===== src/rtl/buzzer_tone_gen.sv =====
// Piano tone generator: accepts timed note commands over valid/ready and drives a
// square wave for an exact number of milliseconds, followed by an optional silent gap.
module buzzer_tone_gen #(
    parameter int unsigned CLK_HZ = 100_000_000,
    parameter int unsigned DIV_W  = 20,
    parameter int unsigned GAP_MS = 0
) (
    input  logic             iClk,
    input  logic             iReset_n,
    input  logic             iNoteValid,
    input  logic [7:0]       iNote,
    input  logic [15:0]      iDurMs,
    input  logic             iStop,
    output logic             oNoteReady,
    output logic             oBuzzer,
    output logic             oActive,
    output logic             oDone,
    output logic [DIV_W-1:0] oHalfPeriod
);

    localparam int unsigned CYC_PER_MS = CLK_HZ / 1000;
    localparam int unsigned PRE_W      = (CYC_PER_MS > 1) ? $clog2(CYC_PER_MS) : 1;
    localparam bit          HAS_GAP    = (GAP_MS != 0);

    // Integer-Hz equal-temperament frequencies; index 1 = C#3, 21 = A4, 59 = B7.
    localparam logic [59:0][11:0] FREQ_HZ = {
        12'd3951, 12'd3729, 12'd3520, 12'd3322, 12'd3135, 12'd2959,
        12'd2793, 12'd2637, 12'd2489, 12'd2349, 12'd2217,
        12'd2093, 12'd1975, 12'd1864, 12'd1760, 12'd1661, 12'd1567,
        12'd1479, 12'd1396, 12'd1318, 12'd1244, 12'd1174, 12'd1108,
        12'd1046, 12'd987,  12'd932,  12'd880,  12'd830,  12'd783,
        12'd739,  12'd698,  12'd659,  12'd622,  12'd587,  12'd554,
        12'd523,  12'd493,  12'd466,  12'd440,  12'd415,  12'd391,
        12'd369,  12'd349,  12'd329,  12'd311,  12'd293,  12'd277,
        12'd261,  12'd246,  12'd233,  12'd220,  12'd207,  12'd195,
        12'd184,  12'd174,  12'd164,  12'd155,  12'd146,  12'd138,
        12'd0
    };

    typedef logic [63:0][DIV_W-1:0] halfTable_t;

    function automatic halfTable_t buildHalfTable();
        halfTable_t t;
        t = '0;
        for (int k = 1; k < 60; k++) begin
            t[k] = DIV_W'(CLK_HZ / (2 * 32'(FREQ_HZ[k])));
        end
        return t;
    endfunction

    localparam halfTable_t HALF_TABLE = buildHalfTable();

    typedef enum logic [1:0] {
        IDLE = 2'd0,
        PLAY = 2'd1,
        GAP  = 2'd2
    } state_t;

    state_t             state;
    state_t             nextState;
    logic               doneNext;
    logic               accept;
    logic [DIV_W-1:0]   noteHalf;
    logic [DIV_W-1:0]   halfPeriod;
    logic [DIV_W-1:0]   toneCnt;
    logic [PRE_W-1:0]   msPre;
    logic [15:0]        msLeft;
    logic               msTick;
    logic               timerExpire;
    logic               toneTick;

    // A stop request in IDLE swallows any same-cycle command.
    assign accept      = iNoteValid && (state == IDLE) && !iStop;
    assign noteHalf    = (iNote >= 8'd1 && iNote <= 8'd59) ? HALF_TABLE[iNote[5:0]] : '0;
    assign msTick      = (msPre == PRE_W'(CYC_PER_MS - 1));
    assign timerExpire = msTick && (msLeft == 16'd1);
    assign toneTick    = (halfPeriod != '0) && (toneCnt == halfPeriod - DIV_W'(1));

    assign oNoteReady  = (state == IDLE);
    assign oActive     = (state == PLAY);
    assign oHalfPeriod = halfPeriod;

    always_ff @(posedge iClk) begin
        // NOTE: reset is synchronous, so it is simply the first branch of the clocked process.
        if (!iReset_n) begin
            state <= IDLE;
        end else begin
            state <= nextState;
        end
    end

    always_comb begin
        // NOTE: defaults first so every path assigns each output and no latch is inferred.
        nextState = state;
        doneNext  = 1'b0;
        case (state)
            IDLE: begin
                if (accept) begin
                    if (iDurMs != 16'd0) begin
                        nextState = PLAY;
                    end else if (HAS_GAP) begin
                        nextState = GAP;
                    end else begin
                        doneNext = 1'b1;
                    end
                end
            end
            PLAY: begin
                if (iStop) begin
                    nextState = IDLE;
                end else if (timerExpire) begin
                    if (HAS_GAP) begin
                        nextState = GAP;
                    end else begin
                        nextState = IDLE;
                        doneNext  = 1'b1;
                    end
                end
            end
            GAP: begin
                if (iStop) begin
                    nextState = IDLE;
                end else if (timerExpire) begin
                    nextState = IDLE;
                    doneNext  = 1'b1;
                end
            end
            default: nextState = IDLE;
        endcase
    end

    always_ff @(posedge iClk) begin
        // NOTE: all state here uses <= so every register samples pre-edge values.
        if (!iReset_n) begin
            halfPeriod <= '0;
            toneCnt    <= '0;
            msPre      <= '0;
            msLeft     <= '0;
            oBuzzer    <= 1'b0;
            oDone      <= 1'b0;
        end else begin
            oDone <= doneNext;
            if (accept) begin
                // Code 0 keeps the previous half-period, which is the last real note.
                if (iNote != 8'd0) begin
                    halfPeriod <= noteHalf;
                end
                toneCnt <= '0;
                msPre   <= '0;
                msLeft  <= (iDurMs != 16'd0) ? iDurMs : 16'(GAP_MS);
                oBuzzer <= 1'b0;
            end else if (state != IDLE) begin
                if (nextState != state) begin
                    // Leaving PLAY/GAP: silence at once and preload the gap length.
                    oBuzzer <= 1'b0;
                    msPre   <= '0;
                    msLeft  <= 16'(GAP_MS);
                end else begin
                    msPre <= msTick ? '0 : msPre + PRE_W'(1);
                    if (msTick) begin
                        msLeft <= msLeft - 16'd1;
                    end
                    if (state == PLAY) begin
                        if (toneTick) begin
                            toneCnt <= '0;
                            oBuzzer <= !oBuzzer;
                        end else begin
                            toneCnt <= toneCnt + DIV_W'(1);
                        end
                    end
                end
            end
        end
    end

endmodule

===== config.mk =====
export PLATFORM = sky130hd
export DESIGN_NAME = buzzer_tone_gen
export DESIGN_NICKNAME = d
export VERILOG_FILES = /design/src/rtl/buzzer_tone_gen.sv
export SDC_FILE = /design/constraint.sdc
export NUM_CORES = 1
export LEC_CHECK = 0
export CORE_MARGIN = 3
export CORE_UTILIZATION = 60
export CTS_CLUSTER_SIZE = 20
export DETAILED_ROUTE_END_ITERATION = 8
export GPL_ROUTABILITY_DRIVEN = 1
export PLACE_DENSITY_LB_ADDON = 0.25
export REMOVE_ABC_BUFFERS = 1
export SLEW_MARGIN = 20
export SYNTH_ARGS = -nofsm -noshare
export SYNTH_HDL_FRONTEND = slang
export SYNTH_SLANG_ARGS = --single-unit

===== constraint.sdc =====
create_clock -name iClk -period 3.12 [get_ports iClk]
set_clock_uncertainty 0.05 [all_clocks]
set_input_delay 0.312 -clock iClk [delete_from_list [all_inputs] [get_ports iClk]]
set_output_delay 0.312 -clock iClk [all_outputs]
set_load 0.02 [all_outputs]

Word level (Yosys, flattened, before mapping)
Memory sizes are Yosys's and may differ from the RTL's.
Cells that the tools add are included.
{"block": "totals", "romBits": 1280, "regBits": 77, "in_bits": 28, "wordCells": 68, "n_memories": 1, "output_inout_bits": 24}
{"name": "(name not given)", "depth": 64, "word_bits": 20, "read_ports": 1, "rd_clocked_by_memory_dff": 0, "write_ports": 0, "line": "74", "source": "assign noteHalf = (iNote >= 8'd1 && iNote <= 8'd59) ? HALF_TABLE[iNote[5:0]] : '0;"}
{"block": "op_classes", "n_addsub": 4, "reduce_logical": 22, "muxes": 23, "bitwise": 2, "magnitude_cmp": 3, "eq_ne": 6}
{"operator": "$mux 16", "count": 5}
{"operator": "$mux 20", "count": 3}
{"operator": "$mux 17", "count": 2}
{"operator": "$add 20x1->20 const B", "count": 1}
{"operator": "$eq 20x20->1", "count": 1}
{"operator": "$reduce_bool 20->1", "count": 1}
{"operator": "$sub 20x1->20 const B", "count": 1}
{"operator": "$add 17x1->17 const B", "count": 1}
{"operator": "$eq 17x17->1 const B", "count": 1}
{"operator": "$eq 16x1->1 const B", "count": 1}
{"operator": "$reduce_bool 16->1", "count": 1}
{"operator": "$sub 16x1->16 const B", "count": 1}
{"operator": "$ge 8x1->1 const B", "count": 1}
{"operator": "$le 8x6->1 const B", "count": 1}
{"operator": "$mux 2", "count": 4}
{"operator": "$reduce_bool 2->1", "count": 4}
{"operator": "$reduce_bool 8->1", "count": 1}
{"operator": "$lt 6x7->1 const B", "count": 1}
{"operator": "$mux 1", "count": 7}
{"operator": "$reduce_and 3->1", "count": 2}
{"operator": "$logic_and 1x1->1", "count": 5}
{"operator": "$pmux 2 s2", "count": 1}
{"operator": "$reduce_and 2->1", "count": 2}
{"operator": "$reduce_or 2->1", "count": 2}
{"operator": "other kinds (8)", "count": 10}

Logic depth before layout (Yosys ltp)
Gate-level depths: netlist of the first run.
{"block": "logic_depth", "depth_word": 9, "depth_mapped": 13, "mapped_depth_nobuf": 10}

Least setup slack after synthesis of the first run
No wires, ideal clock.
{"block": "synth_timing", "path_kind": "register to register", "start": "reg halfPeriod[4] (netlist: oHalfPeriod[4])", "end": "reg toneCnt[0]", "arrival_ns": 2.816, "path_buffers": 2, "period_less_slack_ns": 2.984, "path_slack_ns": 0.136, "setup_time_ns": 0.117, "t_required_ns": 2.953, "stages_incl_launch_ff": 11, "path_cell_list": "dfxtp_1 > clkbuf_1 > nor4_1 > nand2_1 > nor2_1 > mux2_2 > o311ai_0 > nand4_1 > o21ai_1 > buf_2 > nor2_1"}
{"block": "synth_via", "elab_chain_cells": 4, "elab_cells_between_ends": 5, "classes_between": "add/sub: 1; eq/ne: 1; mux: 1; reduce/logical: 2"}
{"item": "from (decl)", "line": "64", "source": "logic [DIV_W-1:0] halfPeriod;"}
{"item": "from (signal assigned)", "line": "146", "source": "halfPeriod <= noteHalf;"}
{"item": "$sub 20x1->20", "line": "77", "source": "assign toneTick = (halfPeriod != '0) && (toneCnt == halfPeriod - DIV_W'(1));"}
{"item": "$eq 20x20->1", "line": "77"}
{"item": "$logic_and 1x1->1 *", "line": "77"}
{"item": "$mux 20 *", "line": "164", "source": "if (toneTick) begin"}
{"item": "to (signal assigned)", "line": "168", "source": "toneCnt <= toneCnt + DIV_W'(1);"}
{"item": "to (decl)", "line": "65", "source": "logic [DIV_W-1:0] toneCnt;"}
Mark *: on every way between the ends. The rest lies on a longest branch, timed or not.
A chain may end at the register's enable or synchronous reset.

Final worst setup path of the first run
{"block": "layout_timing", "start": "reg halfPeriod[0] (netlist: oHalfPeriod[0])", "end": "reg toneCnt[12]"}
Same word-level chain as after synthesis.

==> results of run 1 <==
[power breakdown]
part           switching [mW]  total (mW)  internal (mW)
clock network           0.396       0.934          0.538
registers              0.0341        1.03          0.996
logic                   0.472       0.801          0.328
total                   0.902        2.76           1.86
[worst max-delay path by stage]
stage	startpoint	to	slack [ns]
after floorplan	state[0]$_SDFF_PN0_	toneCnt[19]$_SDFFE_PP0P_	-0.28
after global placement	msLeft[8]$_SDFFE_PN0P_	msPre[14]$_SDFFE_PP0N_	0.11
after detailed placement	msLeft[8]$_SDFFE_PN0P_	msPre[0]$_SDFFE_PP0N_	-0.02
after CTS	oHalfPeriod[0]$_SDFFE_PN0P_	toneCnt[3]$_SDFFE_PP0P_	0.06
after global routing	msLeft[8]$_SDFFE_PN0P_	toneCnt[3]$_SDFFE_PP0P_	0.008
final	oHalfPeriod[0]$_SDFFE_PN0P_	toneCnt[12]$_SDFFE_PP0P_	0.12
[flip-flops by register name, indices dropped and copies added, names as in the netlist]
signal and cells:
oBuzzer 1, msPre 17, oHalfPeriod 19, oDone 1, toneCnt 20, state 2
msLeft 16
[layout make-up]
type / count / area [um^2] / area share, %
multi-input combinational: 693 / 4390 / 59.8
sequential: 76 / 1520 / 20.7
timing repair buffer: 105 / 941 / 12.8
tap: 133 / 166 / 2.27
clock buffer: 9 / 124 / 1.69
clock inverter: 7 / 123 / 1.67
inverter: 19 / 71.3 / 0.972
[cells in the mapped netlist (all sizes together) (4+ instances only)]
cell	n	area share (%)
nand3	31	2.5
dfxtp	76	25
and3	5	0.51
nand2b	6	0.61
mux2i	6	0.97
a32oi	4	0.57
a211oi	9	1.1
xnor2	28	4.0
or4	7	0.97
inv	18	1.1
a31oi	13	1.3
o21ai	59	4.8
and2	5	0.51
clkbuf	44	2.7
or3	4	0.41
nand3b	7	0.85
nand2	71	4.3
a21boi	10	1.2
a21oi	63	5.2
nor2	106	6.4
nor3b	4	0.49
nand4	21	2.1
o311ai	8	1.1
o211ai	16	1.9
nor4	17	2.0
or3b	4	0.57
o31ai	10	1.2
a22oi	12	1.5
a2111oi	6	0.85
o211a	6	0.97
mux4	4	1.5
nor4b	4	0.77
nor2b	19	1.9
nor3	37	3.0
xor2	25	3.5
buf	14	1.1
nand4b	4	0.81
ha	20	4.1
a21o	6	0.73
[what timing repair did]
item                                    CTS  global route
endpoints found under the hold margin     0             0
gates resized for setup                   1            15
endpoints found under the setup margin   14            21
gates cloned                              0             1
pin swaps                                 0             2
[layer usage]
| metal | routed length [um] | vias up | global-route usage (%) | share of wire [%] |
|---|---|---|---|---|
| met3 | 1710 | 69 | 5.16 | 8.4 |
| li1 | - | 3245 | - | - |
| met4 | 734 | 0 | 12.5 | 3.6 |
| met2 | 9410 | 431 | 57.0 | 46 |
| met1 | 8400 | 3317 | 47.1 | 41 |
| met5 | 0 | - | 0 | 0 |
[cells by family after synthesis]
family          share of synthesized area, %
fa+ha+maj                               4.05
flops                                   24.7
simple gates                            30.1
buf+inv                                 4.97
other cells                           0.0608
compound gates                          25.9
xor+xnor                                7.52
mux                                     2.80
[stage by stage]
step / setup WS [ns] / instances
final: 0.117 / 1042
after global routing: 0.00825 / 1042
after CTS: 0.0610 / 1041
after detailed placement: -0.0247 / 1025
after global placement: 0.107 / 1025
after floorplan: -0.284 / 788
[worst max-delay path: cells and delay by family, from the launching register on]
family / cells / cell delay, ns
AO/OA/AOI/OAI: 3 / 0.72
flip-flops: 1 / 0.39
buffers and inverters: 1 / 0.18
AND/OR/NAND/NOR: 5 / 1.55
==> qor.txt, run 1 <==
clock sinks = 76
estimated wirelength of the detail-placed design = 14.6 mm
Pwr Density = 377 nW/um^2
cts bufs inserted = 9
Area Overhead vs Synth = 18.9%
worst-path maximum fanout = 10
Yosys cell types = 75
clock latency at the later pin of the worst-skew pair = 0.37 ns
CTS tree = done
initial antenna violation count = 0
total gr overflow = 0
Ys Warns = 0
reg-to-reg critical path endpoint = toneCnt[12]$_SDFFE_PP0P_
max-capacitance violation count = 0
gpl congestion = 1.03
RSZ-0062 raised after global routing = false
drt total wl = 20.3 mm
placed cell area = 7030 um^2
Period minus WS final = 3.00 ns
die area = 11500 um^2
Max stage delay on crit path = 0.60 ns
Final Util = 74.1%
largest net degree at the start of global routing = 69
Avg Inst Size Synth = 7.30 um^2
vias in the first global route = 6312
most frequent cells in the layout = nor2_1, dfxtp_1, nand2_1
endpoints failing setup = 0
final hold vios = 0
Worst Hold Endpoint = msPre[1]$_SDFFE_PP0N_
R2R depth = 9
Final #Nets = 952
commonest non-fill, non-tap cell in the layout = nor2_1
Pre-Repair DR Iteration Count = 6
Clk Tree Root Cell = clkbuf_8
register area share after synthesis = 24.7%
CTS Hold Bufs = 0
first-pass GRT wire length = 32.4 mm
clock-pin slew on the worst setup and hold paths = 0.09 ns
IO buf count = 50
Diodes inserted = 0
synthesized flop and latch total = 76
Top FF cell, synth = dfxtp_1
Final Slew Violations = 0
VDD IR max = 442 uV
Tightest Pin Transition = 1.06 ns
DRT antenna net count = 0
# Post-CTS Setup Buffers = 0
mapped cell area = 6170 um^2
Core Region = 9910 um^2
Die Y = 107 um
Worst R2R Start = oHalfPeriod[0]$_SDFFE_PN0P_
clk buf depth = 2
layout cell share with drive strength beyond 1 = 11.8%
Rows = 36
most used cell, CP = nor2_1
via count = 7062
Hold Crit Depth = 2
final instance area = 7340 um^2
CP cell instances = or4_4, or4_1, o311ai_0, nor2_1, a2111oi_2, nand4_1, o21ai_2, buf_6, nor2_1
EDFF count, synth = 0
CP required = 3.33 ns
WS Path Type = register to register
Initial Util = 62.3%
Die Wd = 107 um
CP Capture Type = register
period utilization = 96.3%
routed len/inst = 19.4 um
critical path data arrival time = 3.22 ns
Min Hold Slack = 0.457 ns
GRT Total Usage = 34.9%
CP startpoint kind = register
Leakage = 2.73 nW
Fill cells = 777
Synth Instances = 846
fmax = 333 MHz
DRC viols = 0
crit path max-delay cell type = or4_4
worst hold path class = register to register
slew margin rel. = 28.2%
outcome = completed
routed vias/inst = 6.78
r2r setup slk = 0.12 ns
Post-synth ARST share = 0%
TNS Setup = 0 ns
io pins = 52
Tot Pwr = 2.76 mW
H-tree depth = 3
hold path startpoint = msPre[1]$_SDFFE_PP0N_
Starting DRT DRC Count = 1082
Note: power is estimated with default switching activity, not from simulation.
==> run 2: changes to the inputs <==
CORE_MARGIN = 5   (was 3)
==> qor.txt, run 2 (synthesized netlist as in run 1, its figures left out) <==
outcome = completed
final hold vios = 0 (unchanged)
estimated wirelength of the detail-placed design = 15.2 mm (+4.0%)
IO buf count = 50 (unchanged)
Starting DRT DRC Count = 1001 (-7.5%)
Switching Power = 930 uW (+3.0%)
RSZ-0062 raised after global routing = false
WS Path Type = register to register
final worst slack = 0.116 ns (-0.000223 ns)
die area = 12400 um^2 (+7.6%)
# Post-CTS Setup Buffers = 0 (unchanged)
Die Wd = 111 um (+3.7%)
Final Slew Violations = 0 (unchanged)
total gr overflow = 0 (unchanged)
Leakage = 2.74 nW (+0.60%)
Period minus WS final = 3.00 ns (+0.000223 ns)
Clk pwr share = 28.2% (-5.6 points)
Area Overhead vs Synth = 18.9% (about the same)
Tightest Pin Transition = 0.971 ns (-0.0893 ns)
CP required = 3.33 ns (about the same)
Die Y = 111 um (+3.7%)
Fill cells = 834 (+7.3%)
Sequential Power Share = 40.1% (+2.8 points)
routed len/inst = 19.5 um (+0.32%)
CTS Hold Bufs = 0 (unchanged)
gpl congestion = 1.06 (+3.7%)
io pins = 52 (unchanged)
slew margin rel. = 33.6% (+5.4 points)
clock-pin slew on the worst setup and hold paths = 0.09 ns (about the same)
sw frac = 36.3% (+3.6 points)
H-tree depth = 3 (unchanged)
max reg flops = 20 (unchanged)
GRT Total Usage = 32.1% (-2.8 points)
worst-path maximum fanout = 20 (+10)
DRC viols = 0 (unchanged)
Core Region = 10200 um^2 (+2.8%)
via count = 7081 (+0.27%)
Max stage delay on crit path = 0.60 ns (about the same)
Tot Pwr = 2.56 mW (-7.3%)
fmax = 333 MHz (about the same)
Pwr Density = 349 nW/um^2 (-7.3%)
crit path max-delay cell type = or4_4
Internal = 1.63 mW (-12%)
Final Util = 72.0% (-2.0 points)
CP startpoint kind = register
Biggest register = toneCnt
Clk Tree Root Cell = clkbuf_8
drt total wl = 20.6 mm (+1.6%)
most used cell, CP = nor2_1
family with the most delay on the worst path = simple AND/OR/NAND/NOR gates
worst hold path class = register to register
VDD IR max = 410 uV (-7.2%)
first-pass GRT wire length = 33.4 mm (+3.1%)
CP cell instances = or4_4, or4_1, o311ai_0, nor2_1, a2111oi_1, nand4_1, o21ai_2, buf_6, nor2_1
combinational share of power = 31.7% (+2.7 points)
clock sinks = 76 (unchanged)
critical path data arrival time = 3.21 ns (about the same)
clock latency at the later pin of the worst-skew pair = 0.36 ns (about the same)
initial antenna violation count = 0 (unchanged)
DRT antenna net count = 0 (unchanged)
buffers and inverters on the worst path = 1 (unchanged)
clk buf depth = 2 (unchanged)
CP Capture Type = register
Pre-Repair DR Iteration Count = 9 (+3)
Rows = 37 (+2.8%)
Final #Nets = 962 (+1.1%)
vias in the first global route = 6637 (+5.1%)
layout cell share with drive strength beyond 1 = 12.7% (+0.96 points)
pre-CTS setup slack = -0.0192 ns (+0.00552 ns)
max-capacitance violation count = 0 (unchanged)
period utilization = 96.3% (about the same)
cts bufs inserted = 9 (unchanged)
endpoints failing setup = 0 (unchanged)
Diodes inserted = 0 (unchanged)
commonest non-fill, non-tap cell in the layout = nor2_1
routed vias/inst = 6.71 (-0.97%)
Initial Util = 60.6% (-1.7 points)
CTS tree = done
largest net degree at the start of global routing = 69 (unchanged)
most frequent cells in the layout = nor2_1, dfxtp_1, nand2_1
[run 2: worst reg2reg max path, stage by stage (launching register included)]
cell and delay [ns]:
dfxtp_1 0.40, or4_4 0.60, or4_1 0.50, o311ai_0 0.11, nor2_1 0.11, a2111oi_1 0.39
nand4_1 0.25, o21ai_2 0.19, buf_6 0.21, nor2_1 0.08
[run 2: per-stage QoR]
step                      area, um^2  std cells  TNS, ns  hold slack (ns)
after detailed placement        7100       1039  -0.0265            0.445
final                           7340       1055        0            0.459
after global routing            7340       1055        0            0.485
after CTS                       7290       1055        0            0.461
after global placement          7100       1039        0            0.427
after floorplan                 5940        788    -6.04            0.380
[run 2: layer usage]
layer  global-route usage, %  up-vias  share of wire [%]
met5                       0        -                  0
met4                    16.7        0                5.4
met3                    7.99      102                9.2
met2                    49.6      439                 45
met1                    41.6     3287                 41
li1                        -     3253                  -
[run 2: final timing paths]
path	start	end	slack (ns)	depth (start not counted)
worst max-delay path	oHalfPeriod[0]$_SDFFE_PN0P_	toneCnt[4]$_SDFFE_PP0P_	0.12	9
worst min-delay path	msLeft[14]$_SDFFE_PN0P_	msLeft[14]$_SDFFE_PN0P_	0.46	2
worst max register to register	oHalfPeriod[0]$_SDFFE_PN0P_	toneCnt[4]$_SDFFE_PP0P_	0.12	9
worst min register to register	msLeft[14]$_SDFFE_PN0P_	msLeft[14]$_SDFFE_PN0P_	0.46	2
[run 2: cell type report]
type	instances	area (um^2)	area share, %
Multi-Input combinational cell	693	4390	59.8
Clock buffer	9	124	1.69
Inverter	19	71.3	0.972
Tap cell	136	170	2.32
Sequential cell	76	1520	20.7
Clock inverter	7	58.8	0.802
Timing Repair Buffer	115	1000	13.6
[run 2: timing repair]
item	in CTS	in global routing
endpoints found under the hold margin	0	0
gates resized for setup	1	11
setup endpoints to repair	4	21
pin swaps	0	1
[run 2: power groups by stage]
stage          clock network, mW  logic (mW)  registers [mW]
6_report                   0.722       0.813            1.03
5_1_grt                    0.785       0.877            1.03
4_1_cts                    0.732       0.782            1.02
3_5_place_dp                   0       0.776            1.05
3_3_place_gp                   0       0.764            1.04
2_1_floorplan                  0       0.456            1.05
==> run 3: changes to the inputs <==
SKIP_LAST_GASP = 1   (was not set)
SLEW_MARGIN = 30   (was 20)
==> results of run 3 <==
Same layout as run 2: the final DEF is identical, and so are final timing and power.
